===== config.mk =====
export PLATFORM = sky130hd
export DESIGN_NAME = hazard_ctrl
export DESIGN_NICKNAME = d
export VERILOG_FILES = /design/src/rtl/hazard_pkg.sv /design/src/rtl/hazard_loaduse_det.sv /design/src/rtl/hazard_ctrl.sv
export SDC_FILE = /design/constraint.sdc
export NUM_CORES = 1
export LEC_CHECK = 0
export ABC_AREA = 0
export BUFFER_PORTS_ARGS = -buffer_cell sky130_fd_sc_hd__buf_2
export CAP_MARGIN = 10
export CORE_UTILIZATION = 38
export DETAILED_ROUTE_END_ITERATION = 6
export PLACE_DENSITY = 0.7
export RECOVER_POWER = 25
export SLEW_MARGIN = 10
export SYNTH_ARGS = -nofsm -noshare
export SYNTH_HDL_FRONTEND = slang
export SYNTH_SLANG_ARGS = --single-unit

===== constraint.sdc =====
create_clock -name clk -period 1.6 [get_ports clk]
set_input_delay 0.32 -clock clk [delete_from_list [all_inputs] [get_ports clk]]
set_output_delay 0.32 -clock clk [all_outputs]
set_load 0.005 [all_outputs]

===== src/rtl/hazard_pkg.sv =====
// Shared types and constants for the pipeline hazard controller.
// Latency: n/a (types only).
// Backpressure: n/a.
//
// Contents: state_t FSM encoding, ZERO_REG (x0 address), ctrl_t bundle of
// stage-register enables and flushes, plus the fixed control patterns.
package hazard_pkg;

  typedef enum logic [1:0] {
    INIT    = 2'd0,
    RUN     = 2'd1,
    MEMWAIT = 2'd2,
    LUSTALL = 2'd3
  } state_t;

  localparam logic [4:0] ZERO_REG = 5'd0;

  typedef struct packed {
    logic pc_en;
    logic ifid_en;
    logic idex_en;
    logic exmem_en;
    logic memwb_en;
    logic ifid_flush;
    logic idex_flush;
  } ctrl_t;

  // Bit order follows ctrl_t: pc, ifid, idex, exmem, memwb, ifid_flush, idex_flush.
  localparam ctrl_t CTRL_GO     = ctrl_t'(7'b11111_00);
  localparam ctrl_t CTRL_FREEZE = ctrl_t'(7'b00000_00);
  localparam ctrl_t CTRL_INIT   = ctrl_t'(7'b00000_11);
  localparam ctrl_t CTRL_MISP   = ctrl_t'(7'b11111_11);
  // Hold PC and IF/ID, push a bubble into ID/EX, let older stages drain.
  localparam ctrl_t CTRL_LU     = ctrl_t'(7'b00111_01);

endpackage


===== src/rtl/hazard_loaduse_det.sv =====
// Combinational load-use comparator: ID source operands vs a pending load's rd.
// Latency: 0 cycles (pure combinational).
// Backpressure: none; output is a plain hit flag.
//
// Ports: rs1_addr_i/rs2_addr_i + use_rs1_i/use_rs2_i (consumer operands),
//        memread_i + rd_addr_i (producer), hit_o (stall required).
module hazard_loaduse_det
  import hazard_pkg::*;
(
  input  logic [4:0] rs1_addr_i,
  input  logic [4:0] rs2_addr_i,
  input  logic       use_rs1_i,
  input  logic       use_rs2_i,
  input  logic       memread_i,
  input  logic [4:0] rd_addr_i,
  output logic       hit_o
);

  logic rs1_match;
  logic rs2_match;

  // Operands the instruction does not actually read must not create a hazard.
  assign rs1_match = use_rs1_i && (rs1_addr_i == rd_addr_i);
  assign rs2_match = use_rs2_i && (rs2_addr_i == rd_addr_i);

  // x0 is hardwired zero, so a load targeting it never produces a dependency.
  assign hit_o = memread_i && (rd_addr_i != ZERO_REG) && (rs1_match || rs2_match);

endmodule


===== src/rtl/hazard_ctrl.sv =====
// Pipeline sequencing controller: stage enables, flushes and PC redirect for
// load-use, mispredict and data-memory wait hazards (RV32I 5-stage).
// Latency: decisions are combinational and take effect in the same cycle.
// Backpressure: dmem not ready freezes every stage register until dmem_ready.
//
// Ports: ID operand info, EX load/rd/mispredict, MEM request/ready in;
//        five stage enables, two flushes, pc_redirect, sticky mem_timeout_err,
//        state_o (debug) out.
// Optional: define HAZARD_PERF_EN to add the CNT_W-bit counters
//        perf_lu_stalls, perf_flushes and perf_mem_wait.
module hazard_ctrl
  import hazard_pkg::*;
#(
  parameter int unsigned MEM_TIMEOUT = 64
`ifdef HAZARD_PERF_EN
  , parameter int unsigned CNT_W = 32
`endif
) (
  input  logic       clk,
  input  logic       rst_n,
  input  logic [4:0] rs1_addr_id,
  input  logic [4:0] rs2_addr_id,
  input  logic       use_rs1_id,
  input  logic       use_rs2_id,
  input  logic       memread_ex,
  input  logic [4:0] rd_addr_ex,
  input  logic       mispredict_ex,
  input  logic       dmem_req_mem,
  input  logic       dmem_ready,
  output logic       pc_en,
  output logic       ifid_en,
  output logic       idex_en,
  output logic       exmem_en,
  output logic       memwb_en,
  output logic       ifid_flush,
  output logic       idex_flush,
  output logic       pc_redirect,
  output logic       mem_timeout_err,
  output logic [1:0] state_o
`ifdef HAZARD_PERF_EN
  ,
  output logic [CNT_W-1:0] perf_lu_stalls,
  output logic [CNT_W-1:0] perf_flushes,
  output logic [CNT_W-1:0] perf_mem_wait
`endif
);

  localparam int unsigned WD_W = (MEM_TIMEOUT > 2) ? $clog2(MEM_TIMEOUT) : 1;
  localparam logic [WD_W-1:0] WD_MAX = WD_W'(MEM_TIMEOUT - 1);

  state_t          state_q, state_d;
  logic [WD_W-1:0] wd_q, wd_d;
  logic            err_q;
  logic            tmo_hit;
  logic            mem_stall;
  logic            lu_hit;
  ctrl_t           ctrl;

  hazard_loaduse_det u_lu_det (
    .rs1_addr_i (rs1_addr_id),
    .rs2_addr_i (rs2_addr_id),
    .use_rs1_i  (use_rs1_id),
    .use_rs2_i  (use_rs2_id),
    .memread_i  (memread_ex),
    .rd_addr_i  (rd_addr_ex),
    .hit_o      (lu_hit)
  );

  assign mem_stall = dmem_req_mem && !dmem_ready;

  always_comb begin
    state_d     = state_q;
    ctrl        = CTRL_INIT;
    pc_redirect = 1'b0;
    wd_d        = '0;
    tmo_hit     = 1'b0;
    unique case (state_q)
      INIT: begin
        state_d = RUN;
      end
      RUN: begin
        if (mem_stall) begin
          ctrl    = CTRL_FREEZE;
          state_d = MEMWAIT;
        end else if (mispredict_ex) begin
          // Wrong-path ID instruction: any load-use hit on it is irrelevant.
          ctrl        = CTRL_MISP;
          pc_redirect = 1'b1;
        end else if (lu_hit) begin
          ctrl    = CTRL_LU;
          state_d = LUSTALL;
        end else begin
          ctrl = CTRL_GO;
        end
      end
      LUSTALL: begin
        // EX holds the bubble, so neither load-use nor mispredict can fire.
        if (mem_stall) begin
          ctrl    = CTRL_FREEZE;
          state_d = MEMWAIT;
        end else begin
          ctrl    = CTRL_GO;
          state_d = RUN;
        end
      end
      MEMWAIT: begin
        if (dmem_ready) begin
          ctrl    = CTRL_GO;
          state_d = RUN;
        end else begin
          ctrl = CTRL_FREEZE;
          if (wd_q == WD_MAX) begin
            tmo_hit = 1'b1;
            wd_d    = wd_q;
          end else begin
            wd_d = wd_q + WD_W'(1);
          end
        end
      end
      default: begin
        state_d = INIT;
      end
    endcase
  end

  always_ff @(posedge clk or negedge rst_n) begin
    if (!rst_n) begin
      state_q <= INIT;
      wd_q    <= '0;
      err_q   <= 1'b0;
    end else begin
      state_q <= state_d;
      wd_q    <= wd_d;
      err_q   <= err_q | tmo_hit;
    end
  end

  // The error is visible in the cycle the watchdog expires, then held.
  assign mem_timeout_err = err_q | tmo_hit;

  assign pc_en      = ctrl.pc_en;
  assign ifid_en    = ctrl.ifid_en;
  assign idex_en    = ctrl.idex_en;
  assign exmem_en   = ctrl.exmem_en;
  assign memwb_en   = ctrl.memwb_en;
  assign ifid_flush = ctrl.ifid_flush;
  assign idex_flush = ctrl.idex_flush;
  assign state_o    = state_q;

`ifdef HAZARD_PERF_EN
  logic [CNT_W-1:0] perf_lu_q, perf_fl_q, perf_mw_q;

  always_ff @(posedge clk or negedge rst_n) begin
    if (!rst_n) begin
      perf_lu_q <= '0;
      perf_fl_q <= '0;
      perf_mw_q <= '0;
    end else begin
      if (state_q == RUN && state_d == LUSTALL) perf_lu_q <= perf_lu_q + CNT_W'(1);
      if (state_q == RUN && pc_redirect)        perf_fl_q <= perf_fl_q + CNT_W'(1);
      if (state_q == MEMWAIT)                   perf_mw_q <= perf_mw_q + CNT_W'(1);
    end
  end

  assign perf_lu_stalls = perf_lu_q;
  assign perf_flushes   = perf_fl_q;
  assign perf_mem_wait  = perf_mw_q;
`endif

endmodule


==> impl_results.md, run 1 <==
* Mapped Cells at 68
* Num Clock Sinks at 9
* Mean Syn Cell Area at 9.31 um2
* Fin. max-slew vios at 0
* Vias per cell at 5.14
* CTS root buf: clkbuf_4
* Most frequent cells in the layout: 23 x buf_2, 12 x buf_6, 8 x dfrtp_1, 7 x xor2_1, 7 x buf_4
* Routability cong. at slightly above 0.8
* Worst EP arrival at roughly 1600 ps
* Multi-input logic area at 430 um2
* Synthesized area at 633 um2
* Hold Crit Start: mispredict_ex
* Via count at ~660
* Worst-path clk slew at 60 ps
* Worst VDD drop at between 0.3 and 0.4 mV
* Critical path type: in -> out
* Post-synth cell types at 30
* Net count after synthesis at 92
* Clock insertion delay at the later pin of the skew report at 270 ps
* R2R Path Start: state_o[0]$_DFFE_PN0P_
* Die ar. at 1830 um2
* Fin cells at ~130
* Largest net degree at the start of global routing at 10
* CTS Buf Count at 3
* Die Height at 42.8 um
* Main synth FF type: dfrtp_1
* Register area at roughly 230 um2
* Remaining routing DRC violations at 0
* # fillers at 124
* Pwr Total at roughly 0.63 mW
* Max FO, Critical Path at 3
* Row cnt at 14
* Worst Setup End Kind: output pin
* RSZ-0062 raised after global routing: yes
* Status: finished, violations left
* Worst R2R Path Depth at 5
* Die X at 42.8 um
* I/O Buffers at 33
* Layout cell share with drive strength beyond 1 at 0.518
* Antenna cells at 0
* Antenna viol nets, final at 0
* Vias in the first global route at 638
* Yosys top cell area share at 0.356
* First-pass GRT wire length at 2.46 mm
* Pwr per Cell Area at about 610 nW/um2
* 1st-iter DRT viols at 13
* Core Area at 1520 um2
* Period Utilization, post-route at 1.17
* TritonRoute pass-1 iters at 4
* Layout Nets at 137
* Final setup violating endpoints at 7
* Failing checks: negative setup slack
* Number of flops mapped to enable cells by yosys at 0
* WL/cell at 12.8 um
* Critical Path RT at 1280 ps
* Hold Vio Cnt, Final at 0
* Worst Clk Skew at approximately 6.7 ps
* Commonest non-fill, non-tap cell in the layout: buf_2
* Pre-CTS setup slack at -297 ps
* Grt total ovfl at 0
* Dpl hpwl at ~1.1 mm
* Max Clk Rate at between 500 and 600 MHz
* P_leak at 0.483 nW
* Fin util at 0.674
* Worst Slack Setup Final at -279 ps
* Hold WS at 374 ps
* Minimum clock period at 1880 ps
* CP startpoint: rd_addr_ex[1]
* Synth warnings at 0
* Fin Setup TNS at -974 ps
* Tot GR Track Use at 0.181
* Total Routed Length at around 1.6 mm
* # Max-Cap Violations at 0
* Boundary Pins at 34
* Register area share after synthesis at 0.356
* CTS tree: done
* Htree depth at 1
* Inst Count DP at between 100 and 150
* Rel. slew slack at 0.676
* Area post-placement at 837 um2
* Final instance area at between 1000 and 1500 um2
* FFs w/ async S/R, synth at 1.00
* Hold Path Depth at 3
* Crit path launch type: primary input
* Initial antenna violation count at 0
* Cell taking the most area after synthesis: dfrtp_1
* Hold Path Class: in -> reg
* Yosys reg bits at 9
* Initial Util at 0.415
* Top post-synthesis cells by area: dfrtp_1 36%, xor2_1 12%, xnor2_1 4.2%, o21ai_0 4.0%, buf_4 3.6%
* Tightest Pin Transition at 485 ps
* Clock Tree Buf Depth at 2
* Area delta synth->final at 62.3%
-- cell type report --
type,instances,share of cell area
Timing Repair Buffer,44,0.308
Multi-Input combinational cell,53,0.419
Inverter,2,0.00731
Clock buffer,4,0.0256
Sequential cell,9,0.220
Tap cell,16,0.0195
-- synth_stat cells (all sizes together) (2+ instances only) --
library cell,count
buf,3
and3,2
xnor2,3
dfrtp,9
nor2,3
nand3,3
inv,2
o21bai,2
nor4,2
a31oi,3
o21a,2
nor2b,2
or3,2
and2,3
o21ai,5
a21oi,2
xor2,9
-- sequential cells by signal, indices dropped and copies added, names as in the netlist --
name	flops
wd_q	6
state_o	2
err_q	1
-- logic make-up after synthesis --
| family | Yosys count | synth area share |
|---|---|---|
| AO/OA/AOI/OAI | 18 | 0.188 |
| XOR/XNOR | 12 | 0.166 |
| adder cells (fa/ha/maj) | 1 | 0.0198 |
| buffers and inverters | 6 | 0.0534 |
| flip-flops | 9 | 0.356 |
| multiplexers | 1 | 0.0158 |
| AND/OR/NAND/NOR | 21 | 0.202 |
-- layer usage --
metal,global-route usage,wire [um]
met1,0.194,629
met2,0.324,903
met3,0.0298,64
met4,0.113,46
met5,0,0
-- worst paths after layout --
check,end,slack (ps)
max in group asynchronous,state_o[1]$_DFFE_PN0P_,730
hold / removal,state_o[1]$_DFFE_PN0P_,370
hold reg to reg,err_q$_DFF_PN0_,460
setup reg to reg,wd_q[5]$_DFFE_PN0N_,220
setup / recovery,ifid_en,-280
min in group asynchronous,wd_q[4]$_DFFE_PN0N_,520
-- power breakdown --
| group | leakage [nW] | internal (mW) | total, mW | switching [mW] |
|---|---|---|---|---|
| Sequential | 0.117 | 0.233 | 0.239 | 0.00554 |
| Clock | 0.0150 | 0.0965 | 0.182 | 0.0857 |
| Combinational | 0.351 | 0.126 | 0.209 | 0.0828 |
-- worst max-delay path: stages --
cell and delay, ps:
buf_6 100, or4_1 540, o21ai_0 300, o41a_1 180
buf_2 110
-- what timing repair did --
item | in CTS | in global routing
hold buffers | 1 | 0
endpoints found under the setup margin | 8 | 9
endpoints found under the hold margin | 9 | 0
pin swaps | 6 | 3
resized for setup | 15 | 13
gates cloned | 0 | 0
setup buffers | 3 | 1
No activity file was read; power rests on OpenSTA's default activity.
==> inputs of run 2 (changes only) <==
CORE_UTILIZATION = 43   (was 38)
PLACE_DENSITY = 0.75   (was 0.7)
RECOVER_POWER = 50   (was 25)
clock period = 2.16 ns   (was 1.6 ns; I/O delays follow)
==> impl_results.md, run 2 (synthesis results as in run 1) <==
* Crit path launch type: primary input (unchanged)
* # hold bufs at CTS at 0 (was 1)
* 1st-iter DRT viols at 13 (unchanged)
* Initial Util at 0.475 (was 0.415)
* First-pass GRT wire length at 1.94 mm (was 2.46 mm)
* Sw power at 0.114 mW (was 0.174 mW)
* Clock insertion delay at the later pin of the skew report at 260 ps (was 270 ps)
* Hold Path Class: in -> async (was in -> reg)
* Routability cong. at 0.805 (was 0.825)
* CTS root buf: clkbuf_4 (unchanged)
* Worst Setup End Kind: output pin (unchanged)
* WL/cell at 12.7 um (was 12.8 um)
* Dpl hpwl at 1.14 mm (was 1.12 mm)
* I/O Buffers at 33 (unchanged)
* Fin. max-slew vios at 0 (unchanged)
* Grt total ovfl at 0 (unchanged)
* Row cnt at 13 (was 14)
* Core Area at 1330 um2 (was 1520 um2)
* Critical path type: in -> out (unchanged)
* Worst Clk Skew at 6.30 ps (was 6.67 ps)
* Antenna viol nets, final at 0 (unchanged)
* Most flops, register: wd_q (unchanged)
* Inst Count DP at 112 (was 119)
* Switching part of the total at 0.275 (was 0.276)
* Die X at 40.4 um (was 42.8 um)
* Via count at 642 (was 658)
* Rel. slew slack at 0.689 (was 0.676)
* Num Clock Sinks at 9 (unchanged)
* Worst Slack Setup Final at -0.362 ps (was -279 ps)
* P_leak at 0.411 nW (was 0.483 nW)
* Remaining routing DRC violations at 0 (unchanged)
* Fin Setup TNS at -0.362 ps (was -974 ps)
* Multi-input logic area at 389 um2 (was 430 um2)
* TritonRoute pass-1 iters at 4 (unchanged)
* Total Routed Length at 1.48 mm (was 1.64 mm)
* Htree depth at 1 (unchanged)
* Antenna cells at 0 (unchanged)
* Boundary Pins at 34 (unchanged)
* Slowest CP cell: o41a_1 (was or4_1)
* Pint at 0.302 mW (was 0.456 mW)
* CP delay by family, top: compound AO/OA/AOI/OAI gates (was simple AND/OR/NAND/NOR gates)
* Final setup violating endpoints at 1 (was 7)
* Initial antenna violation count at 0 (unchanged)
* Worst VDD drop at 0.364 mV (was 0.353 mV)
* Layout Nets at 127 (was 137)
* Period Utilization, post-route at 1.00
* Largest net degree at the start of global routing at 10 (unchanged)
* Most frequent cells in the layout: 28 x buf_2, 9 x dfrtp_1, 8 x xor2_1, 5 x o21ai_0 (was 23 x buf_2, 12 x buf_6, 8 x dfrtp_1, 7 x xor2_1, 7 x buf_4)
* Tightest Pin Transition at 467 ps (was 485 ps)
* Max FO, Critical Path at 3 (unchanged)
* Pwr per Cell Area at 486 nW/um2 (was 613 nW/um2)
* WP buf/inv at 2 (unchanged)
* Layout cell share with drive strength beyond 1 at 0.382 (was 0.518)
* Clock Tree Buf Depth at 2 (unchanged)
* Number of flip-flops in the largest register at 6 (unchanged)
* Status: finished, violations left (unchanged)
* Failing checks: negative setup slack (unchanged)
* Minimum clock period at roughly 2200 ps
* Max Clk Rate at 463 MHz
* Crit path cell chain: buf_6 > xor2_2 > nor4_2 > a32oi_2 > o41a_1 > buf_2 (was buf_6 > or4_1 > o21ai_0 > o41a_1 > buf_2)
* Seq pwr share at 0.425 (was 0.379)
* # Max-Cap Violations at 0 (unchanged)
* Register area at 225 um2 (was 226 um2)
* Die Height at 40.4 um (was 42.8 um)
* Pwr Total at 0.416 mW (was 0.630 mW)
* CTS Buf Count at 3 (unchanged)
* Hold Vio Cnt, Final at 0 (unchanged)
* Worst-path clk slew at 60 ps (about the same)
* Fin cells at 117 (was 128)
* Commonest non-fill, non-tap cell in the layout: buf_2 (unchanged)
* # fillers at 124 (unchanged)
* Vias in the first global route at 493 (was 638)
* Clk pwr share at 0.312 (was 0.289)
* Pre-CTS setup slack at 17.5 ps (was -297 ps)
* Worst stage delay on the critical path at 400 ps (was 540 ps)
* Area delta synth->final at 35.2% (was 62.3%)
* Combinational power share at 0.263 (was 0.331)
* Vias per cell at 5.49 (was 5.14)
* Setup slack, reg-to-reg at 830 ps (was 220 ps)
* CTS tree: done (unchanged)
* Worst EP arrival at 1730 ps (was 1560 ps)
* Die ar. at 1630 um2 (was 1830 um2)
* Tot GR Track Use at 0.185 (was 0.181)
* RSZ-0062 raised after global routing: yes (unchanged)
* Critical Path RT at 1730 ps (was 1280 ps)
==> run 2: path summary, 6_finish.rpt <==
kind	cells after the start	to	start
max in group asynchronous	1	wd_q[4]$_DFFE_PN0N_	rst_n
worst min register to register	1	err_q$_DFF_PN0_	err_q$_DFF_PN0_
min in group clk	1	err_q$_DFF_PN0_	err_q$_DFF_PN0_
worst max-delay path	6	ifid_en	rs1_addr_id[3]
worst max register to register	4	wd_q[5]$_DFFE_PN0N_	state_o[1]$_DFFE_PN0P_
worst min-delay path	1	err_q$_DFF_PN0_	rst_n
==> run 2: metrics by stage <==
step | hold slack (ps) | instance area [um2] | util
finish | 87.7 | 856 | 0.642
detailed placement | 291 | 791 | 0.593
global route | 143 | 856 | 0.642
floorplan | 136 | 633 | -
global placement | 290 | 791 | 0.593
CTS | 9.09 | 817 | 0.613
==> run 2: timing repair <==
action | CTS | global route
gates resized for setup | 0 | 6
buffers inserted | 0 | 1
endpoints found under the setup margin | 0 | 2
==> run 2: cell type report <==
class | count | area share
clock buffer | 4 | 0.0307
tap | 15 | 0.0219
multi-input combinational | 53 | 0.455
inverter | 2 | 0.00877
timing repair buffer | 34 | 0.221
sequential | 9 | 0.263
==> run 2: layer usage <==
metal  track usage  vias to the layer above  share of wire
li1              -                      313              -
met1         0.230                      306           0.45
met2         0.302                       21           0.51
met3        0.0500                        2          0.045
met4        0.0750                        0         0.0013
met5             0                        -              0
==> run 2: power by group through the flow <==
stage	clock network (mW)	registers, mW	logic [mW]
floorplan	0	0.179	0.0567
global placement	0	0.180	0.101
detailed placement	0	0.180	0.103
CTS	0.133	0.177	0.103
global route	0.139	0.178	0.121
finish	0.130	0.177	0.109
==> run 2: worst reg2reg max path, delay by kind of cell, from the launching register on <==
family | cells | cell delay (ps)
compound gates | 2 | 330
buf+inv | 1 | 80
flops | 1 | 390
simple gates | 1 | 470
